**src/rtl/fixed_point_gather_pkg.sv**
```systemverilog
// Shared types and helpers for the fixed-point gather datapath.
package fixed_point_pkg;

    typedef enum logic [0:0] {
        RD_IDLE = 1'b0,
        RD_HOLD = 1'b1
    } rd_state_t;

    // Lane pointer width for a given vector length (never narrower than 1 bit).
    function automatic int lane_ptr_w(input int num_lanes);
        return (num_lanes > 1) ? $clog2(num_lanes) : 1;
    endfunction

endpackage

```
**src/rtl/fixed_point_gather_if.sv**
```systemverilog
// Serial-in / packed-out handshake bundle for fixed_point_gather.
interface fixed_point_gather_if #(
    parameter int WIDTH       = 8,
    parameter int NUM_OUTPUTS = 16
) ();
    logic signed [WIDTH-1:0]             VALUE_IN;
    logic                                VALID_IN;
    logic                                READY_OUT;
    logic signed [NUM_OUTPUTS*WIDTH-1:0] VALUES_OUT;
    logic                                VALID_OUT;
    logic                                RELEASE_IN;

    modport master (
        output VALUE_IN, VALID_IN, RELEASE_IN,
        input  READY_OUT, VALUES_OUT, VALID_OUT
    );

    modport slave (
        input  VALUE_IN, VALID_IN, RELEASE_IN,
        output READY_OUT, VALUES_OUT, VALID_OUT
    );
endinterface

```
**src/rtl/fixed_point_gather_buffer.sv**
```systemverilog
// One gather buffer: lane storage, write pointer and full flag.
module fixed_point_gather_buffer
    import fixed_point_pkg::*;
#(
    parameter int WIDTH       = 8,
    parameter int NUM_OUTPUTS = 16
) (
    input  logic                           CLK,
    input  logic                           RSTN,
    input  logic                           wr_en,
    input  logic signed [WIDTH-1:0]        wr_data,
    input  logic                           clr,
    output logic [NUM_OUTPUTS*WIDTH-1:0]   vec,
    output logic                           full,
    output logic                           last
);
    localparam int PTR_W = lane_ptr_w(NUM_OUTPUTS);
    localparam logic [PTR_W-1:0] LAST_LANE = PTR_W'(NUM_OUTPUTS - 1);

    logic [PTR_W-1:0]                       wr_ptr;
    logic [NUM_OUTPUTS-1:0][WIDTH-1:0]      lanes;

    assign last = (wr_ptr == LAST_LANE);
    assign vec  = lanes;

    // clr and a write never target the same buffer in one cycle: a full buffer refuses beats.
    always_ff @(posedge CLK or negedge RSTN) begin
        if (!RSTN) begin
            wr_ptr <= '0;
            full   <= 1'b0;
            lanes  <= '0;
        end else begin
            if (clr) begin
                full <= 1'b0;
            end
            if (wr_en && !full) begin
                lanes[wr_ptr] <= wr_data;
                if (last) begin
                    wr_ptr <= '0;
                    full   <= 1'b1;
                end else begin
                    wr_ptr <= wr_ptr + 1'b1;
                end
            end
        end
    end

endmodule

```
**src/rtl/fixed_point_gather.sv**
```systemverilog
// Serial-to-parallel gather of fixed-point operands with a held output vector.
// Build option: FIXED_POINT_GATHER_PINGPONG_EN selects two alternating buffers.
module fixed_point_gather
    import fixed_point_pkg::*;
#(
    parameter int WIDTH       = 8,
    parameter int FRAC_BITS   = 3,
    parameter int NUM_OUTPUTS = 16
) (
    input  logic                 CLK,
    input  logic                 RSTN,
    fixed_point_gather_if.slave  bus
);
    // state   | meaning
    // RD_IDLE | waiting for the selected buffer to fill
    // RD_HOLD | vector presented, waiting for RELEASE_IN

`ifdef FIXED_POINT_GATHER_PINGPONG_EN
    localparam int   NUM_BUF  = 2;
    localparam logic PINGPONG = 1'b1;
`else
    localparam int   NUM_BUF  = 1;
    localparam logic PINGPONG = 1'b0;
`endif

    if (FRAC_BITS <= 0 || FRAC_BITS >= WIDTH || NUM_OUTPUTS < 2) begin : g_bad_cfg
        $error("fixed_point_gather: invalid WIDTH/FRAC_BITS/NUM_OUTPUTS");
    end

    logic                                        wr_sel;
    logic                                        rd_sel;
    logic                                        ready;
    logic                                        accept;
    logic                                        wr_wrap;
    logic                                        load_out;
    logic                                        rel_acc;
    logic [NUM_BUF-1:0]                          buf_wr;
    logic [NUM_BUF-1:0]                          buf_clr;
    logic [NUM_BUF-1:0]                          buf_full;
    logic [NUM_BUF-1:0]                          buf_last;
    logic [NUM_BUF-1:0][NUM_OUTPUTS*WIDTH-1:0]   buf_vec;
    logic [NUM_OUTPUTS*WIDTH-1:0]                vals_q;
    logic                                        valid_q;
    rd_state_t                                   state_q;
    rd_state_t                                   state_d;

    assign ready   = !buf_full[wr_sel];
    assign accept  = bus.VALID_IN && ready;
    assign wr_wrap = accept && buf_last[wr_sel];

    for (genvar b = 0; b < NUM_BUF; b++) begin : g_buf
        assign buf_wr[b]  = accept  && (wr_sel == 1'(b));
        assign buf_clr[b] = rel_acc && (rd_sel == 1'(b));

        fixed_point_gather_buffer #(
            .WIDTH       (WIDTH),
            .NUM_OUTPUTS (NUM_OUTPUTS)
        ) u_buf (
            .CLK     (CLK),
            .RSTN    (RSTN),
            .wr_en   (buf_wr[b]),
            .wr_data (bus.VALUE_IN),
            .clr     (buf_clr[b]),
            .vec     (buf_vec[b]),
            .full    (buf_full[b]),
            .last    (buf_last[b])
        );
    end

    // Selects stay at 0 in the single-buffer build.
    always_ff @(posedge CLK or negedge RSTN) begin
        if (!RSTN) begin
            wr_sel <= 1'b0;
            rd_sel <= 1'b0;
        end else begin
            wr_sel <= (wr_sel ^ wr_wrap) & PINGPONG;
            rd_sel <= (rd_sel ^ rel_acc) & PINGPONG;
        end
    end

    always_ff @(posedge CLK or negedge RSTN) begin
        if (!RSTN) begin
            state_q <= RD_IDLE;
        end else begin
            state_q <= state_d;
        end
    end

    always_comb begin
        state_d = state_q;
        case (state_q)
            RD_IDLE: if (buf_full[rd_sel]) state_d = RD_HOLD;
            RD_HOLD: if (bus.RELEASE_IN)   state_d = RD_IDLE;
            default:                       state_d = RD_IDLE;
        endcase
    end

    always_comb begin
        load_out = 1'b0;
        rel_acc  = 1'b0;
        case (state_q)
            RD_IDLE: load_out = buf_full[rd_sel];
            RD_HOLD: rel_acc  = bus.RELEASE_IN;
            default: ;
        endcase
    end

    // Vector register only reloads on issue, so it stays frozen through HOLD and after release.
    always_ff @(posedge CLK or negedge RSTN) begin
        if (!RSTN) begin
            valid_q <= 1'b0;
            vals_q  <= '0;
        end else begin
            valid_q <= load_out;
            if (load_out) begin
                vals_q <= buf_vec[rd_sel];
            end
        end
    end

    assign bus.READY_OUT  = ready;
    assign bus.VALID_OUT  = valid_q;
    assign bus.VALUES_OUT = vals_q;

endmodule

```
**src/flat_wrapper.sv**
```systemverilog
// flat-port wrapper written by rule: the top's interface ports become plain ports
module fixed_point_gather_flat import fixed_point_pkg::*;
#(
    parameter int WIDTH       = 8,
    parameter int FRAC_BITS   = 3,
    parameter int NUM_OUTPUTS = 16
)
  (CLK, RSTN, bus_VALUE_IN, bus_VALID_IN, bus_RELEASE_IN, bus_READY_OUT, bus_VALUES_OUT, bus_VALID_OUT);
  fixed_point_gather_if #(.WIDTH(WIDTH), .NUM_OUTPUTS(NUM_OUTPUTS)) bus_i ();
  input  logic CLK;
  input  logic RSTN;
  input wire logic [$bits(bus_i.VALUE_IN)-1:0] bus_VALUE_IN;
  input wire logic [$bits(bus_i.VALID_IN)-1:0] bus_VALID_IN;
  input wire logic [$bits(bus_i.RELEASE_IN)-1:0] bus_RELEASE_IN;
  output wire logic [$bits(bus_i.READY_OUT)-1:0] bus_READY_OUT;
  output wire logic [$bits(bus_i.VALUES_OUT)-1:0] bus_VALUES_OUT;
  output wire logic [$bits(bus_i.VALID_OUT)-1:0] bus_VALID_OUT;
  assign bus_i.VALUE_IN = bus_VALUE_IN;
  assign bus_i.VALID_IN = bus_VALID_IN;
  assign bus_i.RELEASE_IN = bus_RELEASE_IN;
  assign bus_READY_OUT = bus_i.READY_OUT;
  assign bus_VALUES_OUT = bus_i.VALUES_OUT;
  assign bus_VALID_OUT = bus_i.VALID_OUT;
  fixed_point_gather #(.WIDTH(WIDTH), .FRAC_BITS(FRAC_BITS), .NUM_OUTPUTS(NUM_OUTPUTS)) u_core (.CLK(CLK), .RSTN(RSTN), .bus(bus_i));
endmodule
```
**config.mk**
```make
export PLATFORM = sky130hd
export DESIGN_NAME = fixed_point_gather_flat
export DESIGN_NICKNAME = d
export VERILOG_FILES = /design/src/rtl/fixed_point_gather_pkg.sv /design/src/rtl/fixed_point_gather_if.sv /design/src/rtl/fixed_point_gather_buffer.sv /design/src/rtl/fixed_point_gather.sv /design/src/flat_wrapper.sv
export SDC_FILE = /design/constraint.sdc
export NUM_CORES = 1
export LEC_CHECK = 0
export ABC_AREA = 1
export CAP_MARGIN = 5
export CORE_MARGIN = 2
export CORE_UTILIZATION = 54
export CTS_CLUSTER_DIAMETER = 120
export CTS_CLUSTER_SIZE = 16
export DETAILED_ROUTE_END_ITERATION = 12
export PLACE_DENSITY = 0.91
export SETUP_SLACK_MARGIN = 0.5
export SKIP_CTS_REPAIR_TIMING = 1
export SLEW_MARGIN = 30
export SYNTH_ARGS = -nofsm -noshare
export SYNTH_HDL_FRONTEND = slang
export SYNTH_SLANG_ARGS = --single-unit
export TNS_END_PERCENT = 10
```
**constraint.sdc**
```tcl
create_clock -name CLK -period 1.85 [get_ports CLK]
set_input_delay 0.555 -clock CLK [delete_from_list [all_inputs] [get_ports CLK]]
set_output_delay 0.555 -clock CLK [all_outputs]
set_load 0.02 [all_outputs]
```
**Word level (Yosys, flattened, before mapping)**

Index checks and enable logic that the tools add are counted.

- Flip-flop bits (word level): 263
- Latch bits: 0
- Bits in writable memories: 0
- Bits in read-only memories: 0
- Input bits: 12
- Output and inout port bits: 130
- Logic and storage cells: 42
- Memories: 0

- Add/subtract/negate cells: 1
- Multipliers: 0
- Div/mod/pow operators: 0
- Magnitude comparators: 2
- Eq/ne operators: 1
- Shift operators: 0
- Muxes and demuxes: 12
- Bitwise gates (word level): 1
- Reductions and logical operators: 4

Operators with widths:

| cell | number |
|---|---|
| $bwmux 128 | 1 |
| $demux 8 s4 | 1 |
| $mux 8 | 1 |
| $mux 1 | 7 |
| $lt 4x5->1 const B | 1 |
| $add 4x1->4 const B | 1 |
| $eq 4x4->1 const B | 1 |
| $ge 4x1->1 const B | 1 |
| $mux 4 | 1 |
| $logic_and 1x1->1 | 3 |
| $pmux 1 s2 | 1 |
| $logic_not 1->1 | 1 |
| $not 1->1 | 1 |

**Depth between registers and ports, before layout**

- Word-level depth: 5
- Depth in mapped cells: 8
- Mapped depth without buffers: 7

**Modules after synthesis**

From an unflattened synthesis, not the netlist that was laid out.

- Cell total of the unflattened synthesis: 1149
- Area, all modules: 10558.9 µm²

Modules (own cells, without submodules):

| module | instances | cells an instance | area each (µm²) | seq. area each (µm²) |
|---|---|---|---|---|
| fixed_point_gather_buffer | 1 | 583 | 5332.6 | 3328.2 |
| fixed_point_gather | 1 | 566 | 5226.3 | 3253.1 |

**Worst setup path after synthesis**

OpenSTA, ideal clock, no wires.

- Path kind: input-to-reg
- Start: input port bus_VALID_IN
- End: register u_core.g_buf[0].u_buf.lanes (netlist bit u_core.g_buf[0].u_buf.vec[24])
- Setup time: 0.065 ns
- Data arrival time: 1.252 ns
- Data required time: 1.785 ns
- Setup slack: 0.533 ns
- Cell stages on the path: 7
- Buffers on the path: 1
- Cell sequence: inv_2 > nor2_4 > buf_6 > nand2_2 > nor2_4 > nand2_1 > nand2_1

- Longest elaborated chain between the ends: 2

RTL lines:

| element | RTL line | source |
|---|---|---|
| start: declaration | flat_wrapper.sv:13 | `input wire logic [$bits(bus_i.VALID_IN)-1:0] bus_VALID_IN;` |
| $logic_and 1x1->1 | fixed_point_gather.sv:48 | `assign accept = bus.VALID_IN && ready;` |
| $logic_and 1x1->1 | fixed_point_gather_buffer.sv:36 | `if (wr_en && !full) begin` |
| end signal: indexed assignment | fixed_point_gather_buffer.sv:37 | `lanes[wr_ptr] <= wr_data;` |
| end: declaration | fixed_point_gather_buffer.sv:21 | `logic [NUM_OUTPUTS-1:0][WIDTH-1:0] lanes;` |

Every way passes these cells.
A chain may end at the register's enable or synchronous reset.

**Worst setup path after layout**

- Start: register u_core.vals_q[57], in the netlist u_core.bus.VALUES_OUT[57]
- End: output port bus_VALUES_OUT[57]

RTL lines:

| element | RTL line | source |
|---|---|---|
| start: declaration | fixed_point_gather.sv:42 | `logic [NUM_OUTPUTS*WIDTH-1:0] vals_q;` |
| start signal: assignment | fixed_point_gather.sv:116 | `vals_q <= buf_vec[rd_sel];` |
| end: declaration | flat_wrapper.sv:16 | `output wire logic [$bits(bus_i.VALUES_OUT)-1:0] bus_VALUES_OUT;` |

No word-level cell between the ends.

==> impl_metrics.csv <==
group,metric,value,unit
grt,antenna_found_initial,0,
die,num_rows,50,
place,place.gp.congestion,0.925,
routing,drtIter0Drc,692,
sta,period_minus_slack,1.68,ns
setup_path,crit_cells,1,
synth,syn_inst,1131,
place,dpl.hpwl,16500,um
final_layout,final_common_cell,"nand2_1",
clocking,cts.htree.levels,1,
die,die_area,19900,um^2
sta,relSlewSlack,60.6,%
synth,ys_seq_area_share,64.8,%
setup_path,rrSetupSlack,0.27,ns
routing,drtAntennaViolNets,0,
setup_path,endpoint,"bus_VALUES_OUT[57]",
clocking,cts.sinks,263,
setup_path,startpoint_type,"flip-flop",
sta,tns,0,ns
setup_path,end_kind,"output pin",
die,start_util,54.7,%
routing,vias_per_cell,5.26,
setup_path,path_delay_family,"flip-flops",
die,fp.dieW,141,um
power_and_ir_drop,ir_drop,1020,uV
final_layout,drive_gt1_share,14.2,%
sta,hold_viol,0,
die,die-height,141,um
clocking,clockRootBuffer,"clkbuf_16",
sta,slew_viol_final,0,
setup_path,reg2reg_depth,5,
sta,finalCritPeriodShare,91.0,%
place,port_buffers,141,
routing,drt_pass1_iterations,7,
setup_path,max_stage_delay,0.37,ns
clocking,cts_made_buffers,20,
final_layout,finalNetCount,1324,
setup_path,cp_data_required_time,1.29,ns
min_path,hold_start,"u_core.g_buf[0].u_buf.vec[124]",
routing,wirelength,25800,um
setup_path,cp_num_buf_inv,1,
power_and_ir_drop,leakage,8.01,nW
synth,netlist-cell-type-count,18,
setup_path,cp_slowest_cell,"dfrtp_1",
synth,yosys_warnings,0,
setup_path,cp-startpoint,"u_core.bus.VALUES_OUT[57]",
grt,grt_pass1_vias,7939,
setup_path,worst_ep_arrival_time,1.13,ns
sta,fmax,594,MHz
grt,grt_pass1_wl,40400,um
final_layout,final_cell_mix,"nand2_1, dfrtp_1, dlymetal6s2s_1, buf_4, buf_6",
die,fp.coreArea,18600,um^2
routing,via_count,8120,
die,io_pins,142,
setup_path,r2r_start,"u_core.g_buf[0].u_buf.wr_ptr[2]",
clocking,clkTransAtPathRegs,0.07,ns
clocking,insertion_delay,0.50,ns
sta,rsz0062_at_grt,"true",
setup_path,crit_type,"reg2out",
setup_path,timing.rr.end,"u_core.g_buf[0].u_buf.vec[16]",
grt,grt_max_degree,130,
sta,hold_slack,0.473,ns
final_layout,area_delta_synth_final,27.2,%
grt,grt_usage,25.3,%
power_and_ir_drop,total_power,22.4,mW
synth,avgSynthCellArea,8.99,um^2
power_and_ir_drop,power_density,1730,nW/um^2
synth,syn_nets,1147,
final_layout,fillCellCount,1273,
setup_path,worstPathCellList,"dlymetal6s2s_1",
sta,finalClockSkew,0.0104,ns
routing,wl_per_cell,16.7,um
job,max_cap_violations,0,
clocking,cts_max_path_buffers,3,
grt,gr-total-overflow,0,
clocking,cts_tree,"built",
routing,drc,0,
synth,netlist_area,10200,um^2
min_path,hp-class,"reg2reg",
setup_path,critPathMaxFanout,2,
run_status,status,"complete, no violations",
synth,ys_seq_elements,263,
sta,setup_violations,0,
sta,worst_pin_slew,0.592,ns
through the flow:
step           instance area, um^2  util [%]  std cells  setup slack, ns
2_1_floorplan                10200         -       1131            0.533
3_3_place_gp                 12000      64.6       1495           -0.152
3_5_place_dp                 12000      64.6       1495           -0.208
4_1_cts                      12500      67.5       1517           -0.349
5_1_grt                      12900      69.6       1542            0.134
6_report                     12900      69.6       1543            0.167
worst min-delay path, stage by stage, from the launching register on:
cell	delay, ns
dfrtp_1	0.34
nand2_1	0.05
nand2_1	0.05
power by group:
group | leakage [nW] | switching (mW) | internal [mW]
Combinational | 4.32 | 5.19 | 3.56
Sequential | 3.42 | 1.58 | 8.17
Clock | 0.265 | 1.90 | 2.02
per-layer routing:
metal	vias up	wire length, um	global-route usage (%)
li1	3776	-	-
met1	3975	10800	34.9
met2	309	12600	41.2
met3	60	1680	4.62
met4	0	760	8.84
met5	-	0	0
Yosys cell counts:
| library cell | number | share of area [%] |
|---|---|---|
| nand2_1 | 726 | 27 |
| nand4_1 | 2 | 0.12 |
| o21ai_1 | 8 | 0.39 |
| buf_6 | 5 | 0.55 |
| nor2_1 | 9 | 0.33 |
| ha_1 | 4 | 0.49 |
| xor2_1 | 1 | 0.086 |
| buf_2 | 24 | 1.2 |
| nor2_4 | 15 | 1.7 |
| dfrtp_1 | 263 | 65 |
| nand3_1 | 2 | 0.098 |
| inv_1 | 19 | 0.70 |
| o21ai_2 | 8 | 0.69 |
| clkbuf_1 | 10 | 0.37 |
| o21ai_0 | 19 | 0.94 |
| buf_1 | 2 | 0.074 |
| nand2_2 | 9 | 0.55 |
| inv_2 | 5 | 0.18 |
how the worst min path moves through the flow:
| stage | to | slack, ns | cells past startpoint |
|---|---|---|---|
| finish | u_core.bus.VALUES_OUT[124] | 0.47 | 2 |
| global route | u_core.bus.VALUES_OUT[18] | 0.49 | 2 |
| CTS | u_core.bus.VALUES_OUT[18] | -0.1 | 1 |
| detailed placement | u_core.bus.VALUES_OUT[18] | 0.42 | 1 |
| global placement | u_core.bus.VALUES_OUT[19] | 0.42 | 1 |
| floorplan | u_core.bus.VALID_OUT | 0.26 | 0 |
final cells by class:
cell class                      instances  area (um^2)  area share (%)
Sequential cell                       263         6580            50.9
Multi-Input combinational cell        803         3320            25.7
Timing Repair Buffer                  196         2100            16.3
Clock buffer                           21          526            4.07
Tap cell                              234          293            2.26
Inverter                               24         91.3           0.707
Clock inverter                          1         11.3          0.0871
Antenna cell                            1         2.50          0.0194
cells by family after synthesis:
group,count (synthesis),share of synthesized area [%]
AO/OA/AOI/OAI,35,2.02
flip-flops,263,64.8
XOR/XNOR,1,0.0862
AND/OR/NAND/NOR,763,29.6
adder cells (fa/ha/maj),4,0.492
buffers and inverters,65,3.07
flip-flops by register name, summed over array words and instances (netlist names):
name / cells
u_core.bus.VALID_OUT: 1
u_core.bus.VALUES_OUT: 128
u_core.g_buf.u_buf.full: 1
u_core.g_buf.u_buf.vec: 128
u_core.g_buf.u_buf.wr_ptr: 4
u_core.state_q: 1
(Power assumes the default switching activity.)
